<file path="src/rtl/craps_pkg.sv">
// Shared types and constants for the craps game controller.
package craps_pkg;

    typedef enum logic [1:0] {
        COME_OUT = 2'd0,
        POINT    = 2'd1,
        WIN      = 2'd2,
        LOSE     = 2'd3
    } state_t;

    localparam int SUM_WIDTH = 4;
    localparam logic [SUM_WIDTH-1:0] SUM_MIN = 4'd2;
    localparam logic [SUM_WIDTH-1:0] SUM_MAX = 4'd12;

    function automatic logic sum_in_range(input logic [SUM_WIDTH-1:0] sum);
        return (sum >= SUM_MIN) && (sum <= SUM_MAX);
    endfunction

endpackage

</file>
<file path="src/rtl/point_compare.sv">
// Holds the established point and compares each roll against it.
import craps_pkg::*;

module point_compare (
    input  logic                 clock,
    input  logic                 reset_n,
    input  logic                 clock_en,
    input  logic                 load,
    input  logic                 clear,
    input  logic [SUM_WIDTH-1:0] num,
    output logic [SUM_WIDTH-1:0] point,
    output logic                 match
);

    logic [SUM_WIDTH-1:0] point_r;

    // Point register: clear wins over load so a restart never keeps a stale point.
    always_ff @(posedge clock) begin
        if (!reset_n) begin
            point_r <= 4'd0;
        end else if (clock_en) begin
            if (clear) begin
                point_r <= 4'd0;
            end else if (load) begin
                point_r <= num;
            end
        end
    end

    assign point = point_r;
    assign match = (num == point_r);

endmodule

</file>
<file path="src/rtl/game_controller.sv">
// Craps pass-line game FSM. Optional accepted-roll counter enabled by macro ROLL_COUNT_EN.
import craps_pkg::*;

module game_controller #(
    parameter int CNT_W = 8
) (
    input  logic                 clock,
    input  logic                 reset_n,
    input  logic                 clock_en,
    input  logic                 roll_valid,
    input  logic [SUM_WIDTH-1:0] num,
    input  logic                 D7,
    input  logic                 D711,
    input  logic                 D2312,
    input  logic                 new_game,
    output logic                 win,
    output logic                 lose,
    output logic [SUM_WIDTH-1:0] point,
    output logic                 point_valid,
    output logic [1:0]           state
`ifdef ROLL_COUNT_EN
    ,
    output logic [CNT_W-1:0]     roll_count
`endif
);

    if (CNT_W < 1) begin : g_bad_cnt_w
        $error("CNT_W must be at least 1");
    end

    state_t state_r;
    logic   win_r;
    logic   lose_r;
    logic   point_valid_r;
    logic   accept_s;
    logic   range_ok_s;
    logic   load_point_s;
    logic   clear_s;
    logic   match_s;

    assign accept_s     = clock_en && roll_valid && !new_game &&
                          ((state_r == COME_OUT) || (state_r == POINT));
    assign range_ok_s   = sum_in_range(num);
    assign clear_s      = clock_en && new_game;
    assign load_point_s = accept_s && (state_r == COME_OUT) && range_ok_s && !D711 && !D2312;

    point_compare u_point_compare (
        .clock    (clock),
        .reset_n  (reset_n),
        .clock_en (clock_en),
        .load     (load_point_s),
        .clear    (clear_s),
        .num      (num),
        .point    (point),
        .match    (match_s)
    );

    // Game FSM; flag outputs are registered alongside the state they describe.
    always_ff @(posedge clock) begin
        if (!reset_n) begin
            state_r       <= COME_OUT;
            win_r         <= 1'b0;
            lose_r        <= 1'b0;
            point_valid_r <= 1'b0;
        end else if (clock_en) begin
            if (new_game) begin
                state_r       <= COME_OUT;
                win_r         <= 1'b0;
                lose_r        <= 1'b0;
                point_valid_r <= 1'b0;
            end else if (roll_valid) begin
                case (state_r)
                    COME_OUT: begin
                        if (range_ok_s) begin
                            if (D711) begin
                                state_r <= WIN;
                                win_r   <= 1'b1;
                            end else if (D2312) begin
                                state_r <= LOSE;
                                lose_r  <= 1'b1;
                            end else begin
                                state_r       <= POINT;
                                point_valid_r <= 1'b1;
                            end
                        end
                    end
                    POINT: begin
                        // Matching the point outranks a seven.
                        if (match_s) begin
                            state_r       <= WIN;
                            win_r         <= 1'b1;
                            point_valid_r <= 1'b0;
                        end else if (D7) begin
                            state_r       <= LOSE;
                            lose_r        <= 1'b1;
                            point_valid_r <= 1'b0;
                        end
                    end
                    default: begin
                        state_r <= state_r;
                    end
                endcase
            end
        end
    end

    assign win         = win_r;
    assign lose        = lose_r;
    assign point_valid = point_valid_r;
    assign state       = state_r;

`ifdef ROLL_COUNT_EN
    logic [CNT_W-1:0] roll_count_r;
    logic             count_step_s;

    // Out-of-range come-out rolls are dropped, so they must not be counted either.
    assign count_step_s = accept_s && ((state_r == POINT) || range_ok_s);

    // Saturating accepted-roll counter.
    always_ff @(posedge clock) begin
        if (!reset_n) begin
            roll_count_r <= {CNT_W{1'b0}};
        end else if (clock_en) begin
            if (new_game) begin
                roll_count_r <= {CNT_W{1'b0}};
            end else if (count_step_s && (roll_count_r != {CNT_W{1'b1}})) begin
                roll_count_r <= roll_count_r + {{(CNT_W-1){1'b0}}, 1'b1};
            end
        end
    end

    assign roll_count = roll_count_r;
`endif

endmodule
</file>
<file path="config.mk">
export PLATFORM = sky130hd
export DESIGN_NAME = game_controller
export DESIGN_NICKNAME = d
export VERILOG_FILES = /design/src/rtl/craps_pkg.sv /design/src/rtl/point_compare.sv /design/src/rtl/game_controller.sv
export SDC_FILE = /design/constraint.sdc
export NUM_CORES = 1
export LEC_CHECK = 0
export CAP_MARGIN = 10
export CORE_AREA = 2 2 39 41
export CTS_CLUSTER_DIAMETER = 150
export DETAILED_ROUTE_END_ITERATION = 8
export DIE_AREA = 0 0 41 43
export GPL_ROUTABILITY_DRIVEN = 0
export MAX_ROUTING_LAYER = met4
export PLACE_DENSITY = 0.73
export SLEW_MARGIN = 15
export SYNTH_ARGS = -nofsm -noshare
export SYNTH_HDL_FRONTEND = slang
export SYNTH_SLANG_ARGS = --single-unit
</file>
<file path="constraint.sdc">
create_clock -name clock -period 2.9 [get_ports clock]
set_input_delay 0.58 -clock clock [delete_from_list [all_inputs] [get_ports clock]]
set_output_delay 0.58 -clock clock [all_outputs]
set_load 0.05 [all_outputs]
</file>
==> results.yml <==
outcome:
  status: "finished, final reports clean"
timing:
  fin_crit_ps: 2170
  hold_viol: 0
  setup_viol: 0
  finalWorstSetupSlack_ps: 735
  tightest_slew_ps: 491
  relSlewSlack_pct: 67.2
  drv_slew: 0
  worst_clock_skew_ps: 3.20
  fmax_mhz: 462
  min_period_over_period_pct: 74.7
  tns_ps: 0
  worst_hold_slack_ps: 449
  rsz0062_at_grt: "false"
global_routing:
  grt_usage_pct: 16.6
  grt_overflow: 0
  grt_pass1_wl_um: 1940
  antenna_found_initial: 0
  first_global_vias: 480
  grt_max_degree: 10
floorplan:
  rows: 14
  die_area_um2: 1760
  fp.dieW_um: 41
  pin_count: 21
  core_um2: 1380
  start_util_pct: 37.4
  die_y_um: 43
setup_path:
  r2r_setup_slack_ps: 1230
  path_max_fanout: 9
  slowest_stage: "clkdlybuf4s50_1"
  worst_r2r_startpoint: "state[0]"
  worstPathArrival_ps: 1590
  reg2regPathDepth: 4
  critPathMaxStageDelay_ps: 860
  crit_chain: "clkdlybuf4s50_1"
  startpoint_type: "flip-flop"
  r2r-end: "win"
  worst_setup_path_end_kind: "output pin"
  cp.depth: 1
  critical-path-top-delay-family: "buffers and inverters"
  cp.required_ps: 2320
  crit_type: "flip-flop to output pin"
  path_buf_inv: 1
synthesis:
  synth_edf_count: 0
  synth_area_leaders: "dfxtp_1 (35%), mux2i_1 (7.7%), xnor2_1 (6.8%)"
  yosysSeqAreaShare_pct: 34.8
  synth_cell_types: 30
  yosys_register_bits: 9
  syn_nets: 69
  synth_cells: 57
  yosys.area.top_type: "dfxtp_1"
  synth_top_area_share_pct: 34.8
  synth_ff_type: "dfxtp_1"
  netlist_area_um2: 518
  ys.warnings.count: 0
  synthArstFlopShare_pct: 0
  synth.avg_cell_area_um2: 9.09
cts:
  cts_resized: 0
  insertion_delay_ps: 250
  tritoncts: "yes"
  cts_hold_buffers: 0
  post_cts_buffers: 0
  clock-sinks: 9
  cts.clk_slew.worst_paths_ps: 60
  cts_made_buffers: 3
  clk_path_buf_depth: 2
  cts_root_buf: "clkbuf_4"
  htree_levels: 1
layout:
  multi_input_area_um2: 323
  drive_gt1_share_pct: 7.50
  ff_latch_area_um2: 180
  diodes: 0
  fin_util_pct: 55.0
  final_common_cell: "clkdlybuf4s50_1"
  layout_common_cells: "clkdlybuf4s50_1 (20), dfxtp_1 (9), nand2_1 (5), nor2_1 (5)"
  area_growth_pct: 46.9
  nets: 93
  fill_cells: 132
hold_path:
  hold_class: "flip-flop to flip-flop"
  min_from: "lose"
  min_path_cells: 2
  min_to: "lose"
placed_design:
  dpl_worst_slack_ps: 530
  dpl.hpwl_um: 960
  portBuffers: 20
power:
  p_total_uw: 296
  leakagePower_nw: 0.308
  peakVddDrop_uv: 294
  power-per-cell-area_nw_per_um2: 390
routing:
  wirelength_um: 1280
  routedWlPerCell_um: 13.3
  vias_per_cell: 5.57
  dr.first_iter.drc_count: 15
  drcViolationCount: 0
  via_count: 535
  final_antenna_net_count: 0
  drt_first_pass_iters: 4
job:
  max_cap_violations: 0
==> metal layers <==
layer	share of wire, %	up-vias	track usage, %	wire, um
li1	-	262	-	-
met1	49	256	20.5	623
met2	45	15	24.1	569
met3	4.9	2	3.14	63
met4	1.5	0	10.0	19
met5	0	-	-	0
==> cells by family (layout without fill, tap and decap cells) <==
group / Yosys count / in the layout / share of synthesized area [%]
xor gates and xnor gates: 4 / 4 / 6.76
and+or+nand+nor: 21 / 21 / 21.7
buffers and inverters: 4 / 27 / 2.90
AOI/OAI and AO/OA: 15 / 15 / 26.1
DFF: 9 / 9 / 34.8
muxes: 4 / 4 / 7.73
==> per-stage QoR <==
stage,instances,instance area [um^2]
2_1_floorplan,57,518
3_3_place_gp,92,734
3_5_place_dp,92,734
4_1_cts,96,761
5_1_grt,96,761
6_report,96,761
==> cells in the mapped netlist (all sizes together), types with 2 or more instances <==
cell	instances
dfxtp	9
nand2	5
nor2	5
mux2i	4
xnor2	4
a21oi	3
inv	3
o221a	2
or3	2
==> area by class of cell <==
cell class | count | share of cell area, %
Clock buffer | 4 | 3.45
Inverter | 3 | 1.48
Multi-Input combinational cell | 44 | 42.4
Sequential cell | 9 | 23.7
Tap cell | 16 | 2.63
Timing Repair Buffer | 20 | 26.3
==> worst reg2reg max path: stages, from the launching register on <==
cell and delay, ps:
dfxtp_1 390, or4_1 540, o2111a_2 190, o221a_4 250, a31o_1 200
==> state kept, by name, summed over array words and instances, names as in the netlist <==
register	count
state	2
win	1
lose	1
u_point_compare.point	4
point_valid	1
==> power breakdown <==
group          switching, mW  total, mW  internal, mW  leakage (nW)
sequential           0.00395      0.131         0.128        0.0731
combinational         0.0365     0.0703        0.0338         0.220
clock                 0.0418     0.0947        0.0529        0.0150
==> worst max path at each step <==
stage	to	start	slack [ps]
3_5_place_dp	win	num[1]	530
3_3_place_gp	win	num[1]	570
4_1_cts	state[0]	state[0]	740
2_1_floorplan	state[1]	state[0]	1090
6_report	state[0]	state[0]	730
5_1_grt	state[0]	state[0]	650
No activity file was read; power rests on OpenSTA's default activity.
